`src/rtl/fir_pkg.sv`:
```
`default_nettype none
// ============================================================================
// Module      : fir_pkg
// Description : Shared definitions for the FIR frame controller and the FIR
//               datapath it feeds. Holds the controller state encoding, the
//               default frame/filter geometry, and the 32-entry coefficient
//               table used by the FIR datapath.
//               Contents:
//                 c_st_*          - controller state encoding (2 bits)
//                 c_*_def         - default FRAME_LEN / TAPS / DW / OW
//                 c_coefs         - 32 signed 16-bit tap coefficients
//                 coef()          - bounded coefficient lookup
// Revision    : 1.0 - initial release
// ============================================================================
package fir_pkg;

  // Controller state encoding
  localparam logic [1:0] c_st_idle  = 2'd0;
  localparam logic [1:0] c_st_load  = 2'd1;
  localparam logic [1:0] c_st_flush = 2'd2;
  localparam logic [1:0] c_st_done  = 2'd3;

  // Default geometry
  localparam int c_frame_len_def = 1024;
  localparam int c_taps_def      = 32;
  localparam int c_dw_def        = 16;
  localparam int c_ow_def        = 32;

  // Tap coefficients, tap 0 applies to the newest sample.
  localparam int c_coef_n = 32;
  localparam logic signed [15:0] c_coefs [0:c_coef_n-1] = '{
    -16'sd98,  -16'sd120, -16'sd85,  -16'sd20,
     16'sd60,   16'sd140,  16'sd190,  16'sd170,
     16'sd60,  -16'sd130, -16'sd340, -16'sd470,
    -16'sd420, -16'sd90,   16'sd520,  16'sd1330,
     16'sd2150, 16'sd2780, 16'sd3010, 16'sd2780,
     16'sd2150, 16'sd1330, 16'sd520, -16'sd90,
    -16'sd420, -16'sd470, -16'sd340, -16'sd130,
     16'sd60,   16'sd170,  16'sd190,  16'sd140
  };

  // Coefficient lookup; taps beyond the table read as zero.
  function automatic logic signed [15:0] coef(input int idx);
    if ((idx >= 0) && (idx < c_coef_n)) begin
      return c_coefs[idx[4:0]];
    end
    return '0;
  endfunction

endpackage
`default_nettype wire

```
`src/rtl/counter.sv`:
```
`default_nettype none
// ============================================================================
// Module      : counter
// Description : Saturating up-counter with synchronous clear. Used by the
//               FIR frame controller for both the sample count and the
//               flush count. The count holds at MAX instead of wrapping, so
//               a missed clear can never alias back to a low count.
// Ports       : clk   - clock, rising edge
//               rst   - synchronous active-low reset
//               clr   - synchronous clear (priority over inc)
//               inc   - increment request
//               count - current count, WIDTH bits
// Revision    : 1.0 - initial release
// ============================================================================
module counter #(
  parameter int WIDTH = 8,
  parameter int MAX   = 255
) (
  input  logic             clk,
  input  logic             rst,
  input  logic             clr,
  input  logic             inc,
  output logic [WIDTH-1:0] count
);

  localparam logic [WIDTH-1:0] c_max = WIDTH'(MAX);

  logic [WIDTH-1:0] r_count;

  always_ff @(posedge clk) begin
    if (!rst) begin
      r_count <= '0;
    end else if (clr) begin
      r_count <= '0;
    end else if (inc && (r_count != c_max)) begin
      r_count <= r_count + 1'b1;
    end
  end

  assign count = r_count;

endmodule
`default_nettype wire

```
`src/rtl/fir_frame_ctrl.sv`:
```
`default_nettype none
// ============================================================================
// Module      : fir_frame_ctrl
// Description : Frame controller for an external FIR datapath. On start it
//               accepts FRAME_LEN samples (stalling on in_valid gaps), then
//               pushes TAPS zeros through the FIR to drain it. Every shift
//               except the last flush shift yields one registered result two
//               cycles later, so a frame produces FRAME_LEN+TAPS-1 results
//               and leaves the FIR register all-zero for the next frame.
// Ports       : clk        - clock, rising edge
//               rst        - synchronous active-low reset
//               start      - frame start pulse (honoured in IDLE only)
//               in_data    - source sample (signed, DW)
//               in_valid   - source sample valid
//               in_ready   - controller accepts a sample (LOAD)
//               fir_data   - sample to FIR shift register (signed, DW)
//               fir_en     - FIR shift enable
//               fir_d      - FIR combinational sum (signed, OW)
//               out_data   - registered filter result (signed, OW)
//               out_valid  - out_data valid
//               busy       - frame in progress
//               frame_done - one-cycle end-of-frame pulse
// Revision    : 1.0 - initial release
// ============================================================================
module fir_frame_ctrl
  import fir_pkg::*;
#(
  parameter int FRAME_LEN = c_frame_len_def,
  parameter int TAPS      = c_taps_def,
  parameter int DW        = c_dw_def,
  parameter int OW        = c_ow_def
) (
  input  logic                 clk,
  input  logic                 rst,
  input  logic                 start,
  input  logic signed [DW-1:0] in_data,
  input  logic                 in_valid,
  output logic                 in_ready,
  output logic signed [DW-1:0] fir_data,
  output logic                 fir_en,
  input  logic signed [OW-1:0] fir_d,
  output logic signed [OW-1:0] out_data,
  output logic                 out_valid,
  output logic                 busy,
  output logic                 frame_done
);

  // Counter widths cover 0..N-1; a range of one still needs one bit.
  localparam int c_samp_w  = (FRAME_LEN > 1) ? $clog2(FRAME_LEN) : 1;
  localparam int c_flush_w = (TAPS > 1) ? $clog2(TAPS) : 1;

  localparam logic [c_samp_w-1:0]  c_samp_last  = c_samp_w'(FRAME_LEN - 1);
  localparam logic [c_flush_w-1:0] c_flush_last = c_flush_w'(TAPS - 1);

  logic [1:0]           r_state;
  logic [1:0]           w_state_nxt;
  logic                 w_in_load;
  logic                 w_in_flush;
  logic                 w_hs;
  logic                 w_last_sample;
  logic                 w_flush_last;
  logic                 w_samp_clr;
  logic                 w_flush_clr;
  logic [c_samp_w-1:0]  w_samp_cnt;
  logic [c_flush_w-1:0] w_flush_cnt;
  logic                 w_emit;
  logic                 r_emit_d1;
  logic                 r_out_valid;
  logic signed [OW-1:0] r_out_data;

  assign w_in_load  = (r_state == c_st_load);
  assign w_in_flush = (r_state == c_st_flush);

  // Handshake and phase-end detection
  assign w_hs          = w_in_load & in_valid;
  assign w_last_sample = w_hs & (w_samp_cnt == c_samp_last);
  assign w_flush_last  = w_in_flush & (w_flush_cnt == c_flush_last);

  // Each counter is cleared outside its own state and on the edge that
  // leaves that state, so it is always zero when the state is re-entered.
  assign w_samp_clr  = ~w_in_load | w_last_sample;
  assign w_flush_clr = ~w_in_flush | w_flush_last;

  counter #(
    .WIDTH (c_samp_w),
    .MAX   (FRAME_LEN - 1)
  ) u_samp_cnt (
    .clk   (clk),
    .rst   (rst),
    .clr   (w_samp_clr),
    .inc   (w_hs),
    .count (w_samp_cnt)
  );

  counter #(
    .WIDTH (c_flush_w),
    .MAX   (TAPS - 1)
  ) u_flush_cnt (
    .clk   (clk),
    .rst   (rst),
    .clr   (w_flush_clr),
    .inc   (w_in_flush),
    .count (w_flush_cnt)
  );

  // State machine
  always_comb begin
    w_state_nxt = r_state;
    case (r_state)
      c_st_idle:  if (start)         w_state_nxt = c_st_load;
      c_st_load:  if (w_last_sample) w_state_nxt = c_st_flush;
      c_st_flush: if (w_flush_last)  w_state_nxt = c_st_done;
      c_st_done:                     w_state_nxt = c_st_idle;
      default:                       w_state_nxt = c_st_idle;
    endcase
  end

  always_ff @(posedge clk) begin
    if (!rst) begin
      r_state <= c_st_idle;
    end else begin
      r_state <= w_state_nxt;
    end
  end

  // FIR drive: pass samples through in LOAD, push zeros in FLUSH.
  assign in_ready = w_in_load;
  assign fir_en   = w_hs | w_in_flush;
  assign fir_data = w_in_load ? in_data : '0;

  // The final flush shift only clears the FIR register; its result is not
  // part of the frame, so it is not flagged for output.
  assign w_emit = fir_en & (w_in_load | (w_in_flush & (w_flush_cnt < c_flush_last)));

  // Two-stage result pipeline: the shift lands at the end of the emit cycle,
  // the FIR sum settles in the following cycle and is captured at its end.
  always_ff @(posedge clk) begin
    if (!rst) begin
      r_emit_d1   <= 1'b0;
      r_out_valid <= 1'b0;
      r_out_data  <= '0;
    end else begin
      r_emit_d1   <= w_emit;
      r_out_valid <= r_emit_d1;
      if (r_emit_d1) begin
        r_out_data <= fir_d;
      end
    end
  end

  assign out_data   = r_out_data;
  assign out_valid  = r_out_valid;
  assign busy       = (r_state != c_st_idle);
  // DONE is entered exactly two cycles after the last emitted flush shift,
  // which lines this pulse up with the final out_valid.
  assign frame_done = (r_state == c_st_done);

endmodule
`default_nettype wire

```
`config.mk`:
```
export PLATFORM = sky130hd
export DESIGN_NAME = fir_frame_ctrl
export DESIGN_NICKNAME = d
export VERILOG_FILES = /design/src/rtl/fir_pkg.sv /design/src/rtl/counter.sv /design/src/rtl/fir_frame_ctrl.sv
export SDC_FILE = /design/constraint.sdc
export NUM_CORES = 1
export LEC_CHECK = 0
export BUFFER_PORTS_ARGS = -buffer_cell sky130_fd_sc_hd__buf_2
export CORE_MARGIN = 4
export CORE_UTILIZATION = 50
export DETAILED_ROUTE_END_ITERATION = 8
export PLACE_DENSITY_LB_ADDON = 0.3
export SETUP_SLACK_MARGIN = 0.5
export SLEW_MARGIN = 20
export SYNTH_ARGS = -nofsm -noshare
export SYNTH_HDL_FRONTEND = slang
export SYNTH_SLANG_ARGS = --single-unit
export TNS_END_PERCENT = 1
```
`constraint.sdc`:
```
create_clock -name clk -period 4.45 [get_ports clk]
set_input_delay 0.6675 -clock clk [delete_from_list [all_inputs] [get_ports clk]]
set_output_delay 0.6675 -clock clk [all_outputs]
set_load 0.005 [all_outputs]
```
==> flow_summary.ini, run 1 <==
[run_status]
status = complete, no violations

[clock_tree]
cts.sinks = 51
numCtsBuffers = 5
cts.clk_slew.worst_paths_ns = 0.08
htree_levels = 2
cts_tree = done
post_cts_buffers = 0
ctsResizeCount = 0
postCtsHoldBufs = 0
clockBufferDepth = 2
insertion_delay_ns = 0.30
cts-root-buf = clkbuf_8

[power_and_ir_drop]
switching_power_w = 0.0003721
internal-power_w = 0.0008847
leakage_nw = 1.325
p_seq_share_pct = 46.2
p_comb_share_pct = 29.6
switching_share_pct = 29.61
clkPwrFrac_pct = 24.2
ir_drop_mv = 0.2148
pwr_density_cell_nw_per_um2 = 429.7

[yosys]
yosysSeqAreaShare_pct = 44.47
synthesis.nets = 291
synth_xor_area_share_pct = 1.526
yosys_warnings = 0
syn_inst = 231
synthMuxAreaShare_pct = 15.26
synth_compound_area_share_pct = 4.850
synth_top_family_by_area = simple AND/OR/NAND/NOR gates
yosys-top-cells-area = dfxtp_1 44%, mux2i_1 15%, nor2b_1 9.5%
synth-seq-cells = 51
synthSimpleGateAreaFrac_pct = 25.94
synthDistinctLibCells = 35
yosysTopAreaCellShare_pct = 44.47
synth_top_cell_by_area = dfxtp_1
synthAdderAreaFrac_pct = 4.360
avgSynthCellArea_sq_um = 9.939
synthesis.area_sq_um = 2296

[detailed_routing]
post_drt_wl_per_cell_um = 12.43
ant_nets = 0
dr.pass1.iters = 4
drcViolationCount = 0
viasPerCell = 5.128
drt_iter0_drc = 42
wl_mm = 4.750
vias = 1959

[floorplanning]
ios = 105
die_area_sq_um = 5740
core_area_sq_um = 4414
die_w_um = 75.77
die_h_um = 75.77
start_util_pct = 52.01
row_count = 24

[sta]
max_freq_mhz = 406.3
slew_violations = 0
hold_viol_final = 0
hold_ws_ns = 0.4758
worst_pin_slew_ns = 0.9776
final-setup-viol-count = 0
rsz0062_at_grt = false
final.setup_skew_ns = 0.003803
tns_ns = 0
timing.final.crit_share_pct = 55.31
layout_min_cycle_time_ns = 2.461
slew_headroom_pct = 34.82

[worst_setup_path]
start_kind = register
crit_required_ns = 3.78
cp.arrival_ns = 1.79
critPathCaptureType = output port
critical_path.max_stage_delay_ns = 0.55
critPathMaxFanout = 22
slowest_stage = ha_1
crit_type = reg -> out
cp_cell_sequence = inv_1 > ha_1 > nand2_1 > nand2b_1 > buf_2

[global_route]
grt-ovfl-total = 0
track_usage_pct = 16.51
grt_pass1_vias = 1802
antenna_found_initial = 0
grt_pass1_wl_mm = 7.362
grt_max_degree = 44

[cells_and_area]
fin_cells = 382
layout_commonest_cell = buf_2
antenna_cells = 0
final_cell_mix = 104 x buf_2, 50 x dfxtp_1, 35 x mux2i_1, 35 x nor2b_1, 17 x and2_1
layout-drive-gt1-share_pct = 34.85
areaGrowthSynthToFinish_pct = 27.41
fin_nets = 390

[worst_hold_path]
hold_class = reg -> reg

[place]
dp_hpwl_mm = 3.601
post-place-cells = 375
portBuffers = 104
gp_congestion = 0.9573

[job]
drv_cap = 0
## through the flow
step | util, % | setup slack [ns] | total power [W] | area (sq um)
2_1_floorplan | - | 2.522 | 0.0008189 | 2296
3_3_place_gp | 63.95 | 2.384 | 0.0009559 | 2823
3_5_place_dp | 63.95 | 2.289 | 0.0009707 | 2823
4_1_cts | 66.27 | 1.948 | 0.001277 | 2925
5_1_grt | 66.27 | 1.754 | 0.001343 | 2925
6_report | 66.27 | 1.989 | 0.001257 | 2925
## state kept, by name, summed over array words and instances (netlist names)
name,count
u_flush_cnt.count,5
out_valid,1
r_emit_d1,1
out_data,32
r_state,2
u_samp_cnt.count,10
## cell usage after synthesis (all sizes together)
master  count
and2       18
dfxtp      51
a31oi       3
or3         1
and3        4
a221oi      1
mux2i      35
nand4       5
a31o        1
and4        2
nand2      15
nor3        3
buf         5
nand3       7
and4b       1
inv         6
nand2b      1
xor2        2
o21ai       2
a311oi      1
a21oi       3
nor2b      35
nor4bb      1
a41oi       1
nand3b      1
nor2        7
ha          8
a211oi      2
xnor2       2
clkbuf      7
## path summary, 6_finish.rpt
check / from / endpoint / slack (ns) / cells past startpoint
worst max-delay path: r_state[1]$_SDFFE_PN0P_ / fir_en / 1.99 / 5
worst min-delay path: u_flush_cnt.count[0]$_SDFFE_PP0P_ / u_flush_cnt.count[0]$_SDFFE_PP0P_ / 0.48 / 1
worst max register to register: r_state[1]$_SDFFE_PN0P_ / u_samp_cnt.count[9]$_SDFFE_PP0P_ / 2.43 / 6
worst min register to register: u_flush_cnt.count[0]$_SDFFE_PP0P_ / u_flush_cnt.count[0]$_SDFFE_PP0P_ / 0.48 / 1
## power groups by stage
stage / Sequential, W / Combinational (W) / Clock (W)
after floorplan: 0.000556 / 0.000263 / 0
after global placement: 0.000589 / 0.000367 / 0
after detailed placement: 0.000592 / 0.000378 / 0
after CTS: 0.000582 / 0.000380 / 0.000316
after global routing: 0.000590 / 0.000424 / 0.000329
final: 0.000580 / 0.000372 / 0.000305
## worst max-delay path: cells and delay by family, from the launching register on
| family | cells | cell delay [ns] |
|---|---|---|
| adders and majority gates | 1 | 0.55 |
| buffers and inverters | 2 | 0.22 |
| DFF | 1 | 0.34 |
| and+or+nand+nor | 2 | 0.38 |
## cell type report
class                           instances  area [sq um]
Timing Repair Buffer                  104         520.5
Clock inverter                          1         30.03
Multi-Input combinational cell        162          1192
Inverter                                6         22.52
Tap cell                               52         65.06
Clock buffer                            6         72.57
Sequential cell                        51          1022
Fill cell                             353          1489
## metal layers
layer / wire length (um) / GRT usage, %
met1: 2057 / 18.59
met2: 2163 / 29.56
met3: 452 / 3.826
met4: 77 / 6.990
met5: 0 / 0
## cell families (layout without fill, tap and decap cells)
logic type               Yosys count  count (layout)
buffers and inverters             18             117
AND/OR/NAND/NOR                  101             101
flip-flops                        51              51
adder cells (fa/ha/maj)            8               8
XOR/XNOR                           4               4
AO/OA/AOI/OAI                     14              14
multiplexers                      35              35
Power figures use the tool's default switching activity.
==> run 2: changes to the inputs <==
--- a/config.mk
+++ b/config.mk
@@ -7,7 +7,7 @@
 export LEC_CHECK = 0
 export BUFFER_PORTS_ARGS = -buffer_cell sky130_fd_sc_hd__buf_2
 export CORE_MARGIN = 4
-export CORE_UTILIZATION = 50
+export CORE_UTILIZATION = 42
 export DETAILED_ROUTE_END_ITERATION = 8
 export PLACE_DENSITY_LB_ADDON = 0.3
 export SETUP_SLACK_MARGIN = 0.5
==> constraint.sdc (replaced) <==
create_clock -name clk -period 2.1 [get_ports clk]
set_input_delay 0.315 -clock clk [delete_from_list [all_inputs] [get_ports clk]]
set_output_delay 0.315 -clock clk [all_outputs]
set_load 0.005 [all_outputs]
==> run 2 against run 1 <==
  * Combinational power grew to 3.2 times the previous value
  * Die area grew 17%
  * Setup slack lost 1.5 ns
  * Clock power grew 78%
  * First-iteration DRC count grew 71%
  * Critical path depth is the same
  * Non-clock buffer count grew 12
  * Count of clock-buffer cells in the layout is the same
  * Sequential power grew 100%
  * Critical path type unchanged
  * Largest power group is now combinational cells
  * Highest routed layer unchanged
==> flow_summary.ini, run 2 (same netlist as run 1, synthesis figures left out) <==
[floorplanning]
die_w_um = 81.94
core_area_sq_um = 5205
start_util_pct = 44.11
die_area_sq_um = 6713
row_count = 26
ios = 105
die_h_um = 81.94

[clock_tree]
cts.clk_slew.worst_paths_ns = 0.09
numCtsBuffers = 5
cts_tree = done
clockBufferDepth = 2
postCtsHoldBufs = 0
cts.sinks = 51
insertion_delay_ns = 0.29
cts-root-buf = clkbuf_8
htree_levels = 2

[worst_hold_path]
hold_class = in -> reg
hold_depth = 3

[cells_and_area]
layout_commonest_cell = buf_2
final_cell_mix = 95 x buf_2, 45 x dfxtp_1, 35 x mux2i_1
largest_register_ffs = 32
antenna_cells = 0
fin_cells = 413
areaGrowthSynthToFinish_pct = 38.64
layout-drive-gt1-share_pct = 44.02
fin_nets = 402
post-route-util_pct = 61.15

[power_and_ir_drop]
power_w = 0.002916
leakage_nw = 1.410
pwr_density_cell_nw_per_um2 = 916.2
ir_drop_mv = 0.5635

[detailed_routing]
viasPerCell = 4.755
ant_nets = 0
vias = 1964
post_drt_wl_per_cell_um = 12.88
drt_iter0_drc = 72
wl_mm = 5.319
dr.pass1.iters = 4
drcViolationCount = 0

[job]
drv_cap = 0

[place]
post-place-cells = 396
gp_congestion = 0.7992
portBuffers = 104
dp_hpwl_mm = 3.754

[global_route]
grt_pass1_wl_mm = 7.900
grt-ovfl-total = 0
antenna_found_initial = 0
grt_pass1_vias = 1890
track_usage_pct = 15.04
grt_max_degree = 31

[sta]
final-setup-viol-count = 0
worst_pin_slew_ns = 0.3416
slew_headroom_pct = 77.23
tns_ns = 0
max_freq_mhz = 625.0
timing.final.crit_share_pct = 76.19
hold_viol_final = 0
final.setup_skew_ns = 0.005272
layout_min_cycle_time_ns = 1.600
slew_violations = 0
rsz0062_at_grt = true

[worst_setup_path]
cp.arrival_ns = 1.28
worstRegToRegCells = 5
crit_type = reg -> out
start_kind = register
critPathMaxFanout = 7
critPathCaptureType = output port
crit_required_ns = 1.78

[run_status]
status = complete, no violations
-- run 2: cell count changes in the layout (fill, tap and decap cells not counted), sizes merged --
cell      delta
clkinvlp     +1
bufinv       -1
buf         +12
clkinv       +1
-- run 2: critical path, stage by stage (launching register included) --
cell,delay (ns)
dfxtp_2,0.37
inv_4,0.05
ha_4,0.18
buf_8,0.13
and2_4,0.14
buf_2,0.12
-- run 2: repair_timing --
item,in CTS,in global routing
buffers inserted,5,2
pin swaps,0,4
gates cloned,1,1
setup endpoints to repair,23,21
gates resized for setup,11,32
-- run 2: stage by stage --
| step | setup slack [ns] | hold WS, ns | instance area [sq um] |
|---|---|---|---|
| global route | 0.4439 | 0.2629 | 3183 |
| finish | 0.5000 | 0.2736 | 3183 |
| detailed placement | 0.4825 | 0.4557 | 2880 |
| floorplan | 0.5244 | 0.4265 | 2296 |
| global placement | 0.5683 | 0.4390 | 2880 |
| CTS | 0.4692 | 0.2667 | 3043 |
-- run 2: cell type report --
type                       count  area (sq um)
sequential                    51          1031
inverter                       6         25.02
clock inverter                 2         12.51
tap                           70         87.58
fill                         458          2022
multi-input combinational    162          1260
clock buffer                   6         72.57
timing repair buffer         116         694.4
-- run 2: report_power, final --
part / internal, W / total [W] / switching [W]
logic: 0.000684 / 0.00120 / 0.000512
registers: 0.00110 / 0.00118 / 0.0000814
clock network: 0.000233 / 0.000543 / 0.000309
-- run 2: routing by layer --
metal	vias up	routed length, um	GRT usage [%]
met1	863	2276	17.30
li1	1003	-	-
met2	92	2500	26.74
met4	0	74	5.150
met5	-	0	0
met3	6	468	3.947
-- run 2: path summary, 6_finish.rpt --
| check | startpoint | end | slack [ns] |
|---|---|---|---|
| worst min register to register | u_flush_cnt.count[0]$_SDFFE_PP0P_ | u_flush_cnt.count[0]$_SDFFE_PP0P_ | 0.43 |
| worst min-delay path | fir_d[30] | out_data[30]$_SDFFE_PN0P_ | 0.27 |
| worst max register to register | u_samp_cnt.count[0]$_SDFFE_PP0P_ | r_state[0]$_SDFFE_PN0P_ | 0.59 |
| worst max-delay path | r_state[1]$_SDFFE_PN0P_ | fir_data[11] | 0.50 |
==> run 3: changes to the inputs <==
--- a/config.mk
+++ b/config.mk
@@ -5,9 +5,10 @@
 export SDC_FILE = /design/constraint.sdc
 export NUM_CORES = 1
 export LEC_CHECK = 0
+export ABC_AREA = 1
 export BUFFER_PORTS_ARGS = -buffer_cell sky130_fd_sc_hd__buf_2
 export CORE_MARGIN = 4
-export CORE_UTILIZATION = 42
+export CORE_UTILIZATION = 46
 export DETAILED_ROUTE_END_ITERATION = 8
 export PLACE_DENSITY_LB_ADDON = 0.3
 export SETUP_SLACK_MARGIN = 0.5
==> constraint.sdc (replaced) <==
create_clock -name clk -period 1.6 [get_ports clk]
set_input_delay 0.24 -clock clk [delete_from_list [all_inputs] [get_ports clk]]
set_output_delay 0.24 -clock clk [all_outputs]
set_load 0.005 [all_outputs]
==> run 3 against run 2 <==
  * Clock skew down 0.0020 ns
  * Cell count rose by 17%
  * Critical path depth is 2 higher
  * Worst hold slack lost 0.12 ns
  * Global-route usage up 3.6 points
  * Sequential power up 42%
  * Sequential share of layout area grew 1.2 points
  * Register-to-register slack worse by 0.42 ns
  * Critical path type unchanged
  * Critical endpoint is now fir_en
  * Largest cell class unchanged
==> flow_summary.ini, run 3 <==
[sta]
layout_min_cycle_time_ns = 1.516
worst_pin_slew_ns = 0.9670
final-setup-viol-count = 0
rsz0062_at_grt = true
timing.final.crit_share_pct = 94.77
final.setup_skew_ns = 0.003293
slew_violations = 0
hold_viol_final = 0
tns_ns = 0
slew_headroom_pct = 35.46
finalWorstSetupSlack_ns = 0.08373
max_freq_mhz = 659.5

[yosys]
synthDistinctLibCells = 24
synth_top_cell_by_area = dfxtp_1
yosysTopAreaCellShare_pct = 45.16
synth_enable_flop_cells = 0
yosysSeqAreaShare_pct = 45.16
syn_inst = 311
avgSynthCellArea_sq_um = 7.270
synthesis.area_sq_um = 2261
synthArstFlopShare_pct = 0
yosys-top-cells-area = dfxtp_1 45%, nor2_1 13%, nand2_1 9.0%
yosys_warnings = 0
synthTopCellsByCount = 79 x nor2_1, 54 x nand2_1, 51 x dfxtp_1
synthesis.nets = 371
synthFlopType = dfxtp_1
synth-seq-cells = 51
synthMostInstantiatedCell = nor2_1

[clock_tree]
cts.sinks = 51
htree_levels = 2
insertion_delay_ns = 0.30
cts.clk_slew.worst_paths_ns = 0.09
clockBufferDepth = 2
numCtsBuffers = 5
cts_tree = done
cts-root-buf = clkbuf_8
postCtsHoldBufs = 0

[detailed_routing]
wl_mm = 5.546
drt_iter0_drc = 98
post_drt_wl_per_cell_um = 11.44
ant_nets = 0
dr.pass1.iters = 4
drcViolationCount = 0
vias = 2296
viasPerCell = 4.734

[global_route]
busiest_layer = met2
grt_pass1_wl_mm = 9.494
track_usage_pct = 18.68
grt_use_met2_pct = 32.62
grt_max_degree = 34
grt_pass1_vias = 2215
antenna_found_initial = 0
grt-ovfl-total = 0
grt_util_met1_pct = 21.70
met3_usage_pct = 5.963

[cells_and_area]
layout-drive-gt1-share_pct = 36.84
areaGrowthSynthToFinish_pct = 35.81
largest_register_ffs = 32
seq_area_sq_um = 1032
nFillCells = 450
multi_input_area_sq_um = 1106
fin_nets = 477
antenna_cells = 0
final_cell_mix = 104 x buf_2, 79 x nor2_1, 52 x nand2_1
layout_commonest_cell = buf_2
fin_cells = 485

[power_and_ir_drop]
leakage_nw = 1.613
power_w = 0.004174
pwr_density_cell_nw_per_um2 = 1359
ir_drop_mv = 0.7070

[floorplanning]
ios = 105
start_util_pct = 47.55
die_h_um = 78.11
row_count = 25
die_w_um = 78.11
core_area_sq_um = 4755
die_area_sq_um = 6100

[run_status]
status = complete, no violations

[place]
post-place-cells = 472
portBuffers = 104
dp_hpwl_mm = 3.958
gp_congestion = 0.8162
dp_slack_ns = 0.07995

[worst_setup_path]
cp_cell_sequence = inv_2 > ha_4 > nand2_2 > inv_2 > nor2_1 > inv_1 > buf_2
crit_type = reg -> out
critPathTopFamily = flip-flops
slowest_stage = dfxtp_2
critPathCaptureType = output port
critical_path.max_stage_delay_ns = 0.36
start_kind = register
cp.arrival_ns = 1.28
path_common_cell = inv_2
critPathMaxFanout = 4
crit_buf_inv = 4
crit_required_ns = 1.36

[worst_hold_path]
hold_class = in -> reg

[job]
drv_cap = 0
## run 3: cell types whose count changed in the layout (fill, tap and decap cells not counted), moves of 7 or more
cell,before,now
a21oi_2,0,9
nor2_1,7,79
o21ai_0,2,33
inv_1,5,29
and2_4,10,0
nor2b_1,34,0
nand2_1,14,52
buf_6,11,0
and2_1,7,0
mux2i_1,35,0
buf_2,95,104
## run 3: layout make-up
cell class              instances  area share (%)
well taps                      67           2.730
clock buffers                   5           2.241
clock inverters                 3           1.426
inverters                      34           4.156
multi-input cells             213           36.02
repair buffers                112           19.80
flip-flops and latches         51           33.62
## run 3: logic make-up (layout without fill, tap and decap cells)
family | after synthesis | after routing | share of synthesized area, %
and+or+nand+nor | 150 | 150 | 27.12
xor gates and xnor gates | 5 | 5 | 1.937
adders and majority gates | 8 | 8 | 4.427
AOI/OAI and AO/OA | 50 | 50 | 13.12
DFF | 51 | 51 | 45.16
buffers and inverters | 47 | 154 | 8.246
## run 3: path summary, 6_finish.rpt
| kind | end | slack (ns) | start | cells past startpoint |
|---|---|---|---|---|
| setup reg to reg | u_samp_cnt.count[5]$_SDFFE_PP0P_ | 0.17 | u_samp_cnt.count[1]$_SDFFE_PP0P_ | 8 |
| hold reg to reg | u_flush_cnt.count[0]$_SDFFE_PP0P_ | 0.45 | u_flush_cnt.count[0]$_SDFFE_PP0P_ | 1 |
| hold / removal | out_data[17]$_SDFFE_PN0P_ | 0.16 | fir_d[17] | 3 |
| setup / recovery | fir_en | 0.08 | r_state[1]$_SDFFE_PN0P_ | 7 |
## run 3: power by group
| part | leakage, nW | internal, W | switching [W] |
|---|---|---|---|
| clock network | 0.0581 | 0.000466 | 0.000419 |
| logic | 1.14 | 0.000741 | 0.000866 |
| registers | 0.418 | 0.00154 | 0.000140 |
| total | 1.61 | 0.00275 | 0.00143 |
## run 3: timing repair
item	CTS	global route
cloned	1	0
resized for setup	9	3
setup endpoints to repair	70	70
pin swaps	1	3
buffers inserted	4	0
endpoints found under the hold margin	0	0
## run 3: worst register-to-register path: cells and delay by family (launching register included)
kind,cells,cell delay [ns]
flip-flops,1,0.40
AO/OA/AOI/OAI,2,0.20
adder cells (fa/ha/maj),1,0.17
AND/OR/NAND/NOR,3,0.40
buffers and inverters,2,0.15
## run 3: through the flow
step | cell area, sq um | util [%] | hold slack (ns)
finish | 3070 | 64.58 | 0.1562
global route | 3070 | 64.58 | 0.1439
CTS | 3063 | 64.42 | 0.1500
detailed placement | 2868 | 60.32 | 0.4386
global placement | 2868 | 60.32 | 0.4281
floorplan | 2312 | - | 0.3749
## run 3: layer usage
| metal | part of all wire [%] | vias to the layer above | wire [um] |
|---|---|---|---|
| li1 | - | 1178 | - |
| met1 | 43 | 1035 | 2408 |
| met2 | 47 | 76 | 2608 |
| met3 | 8.5 | 7 | 470 |
| met4 | 1.1 | 0 | 59 |
| met5 | 0 | - | 0 |
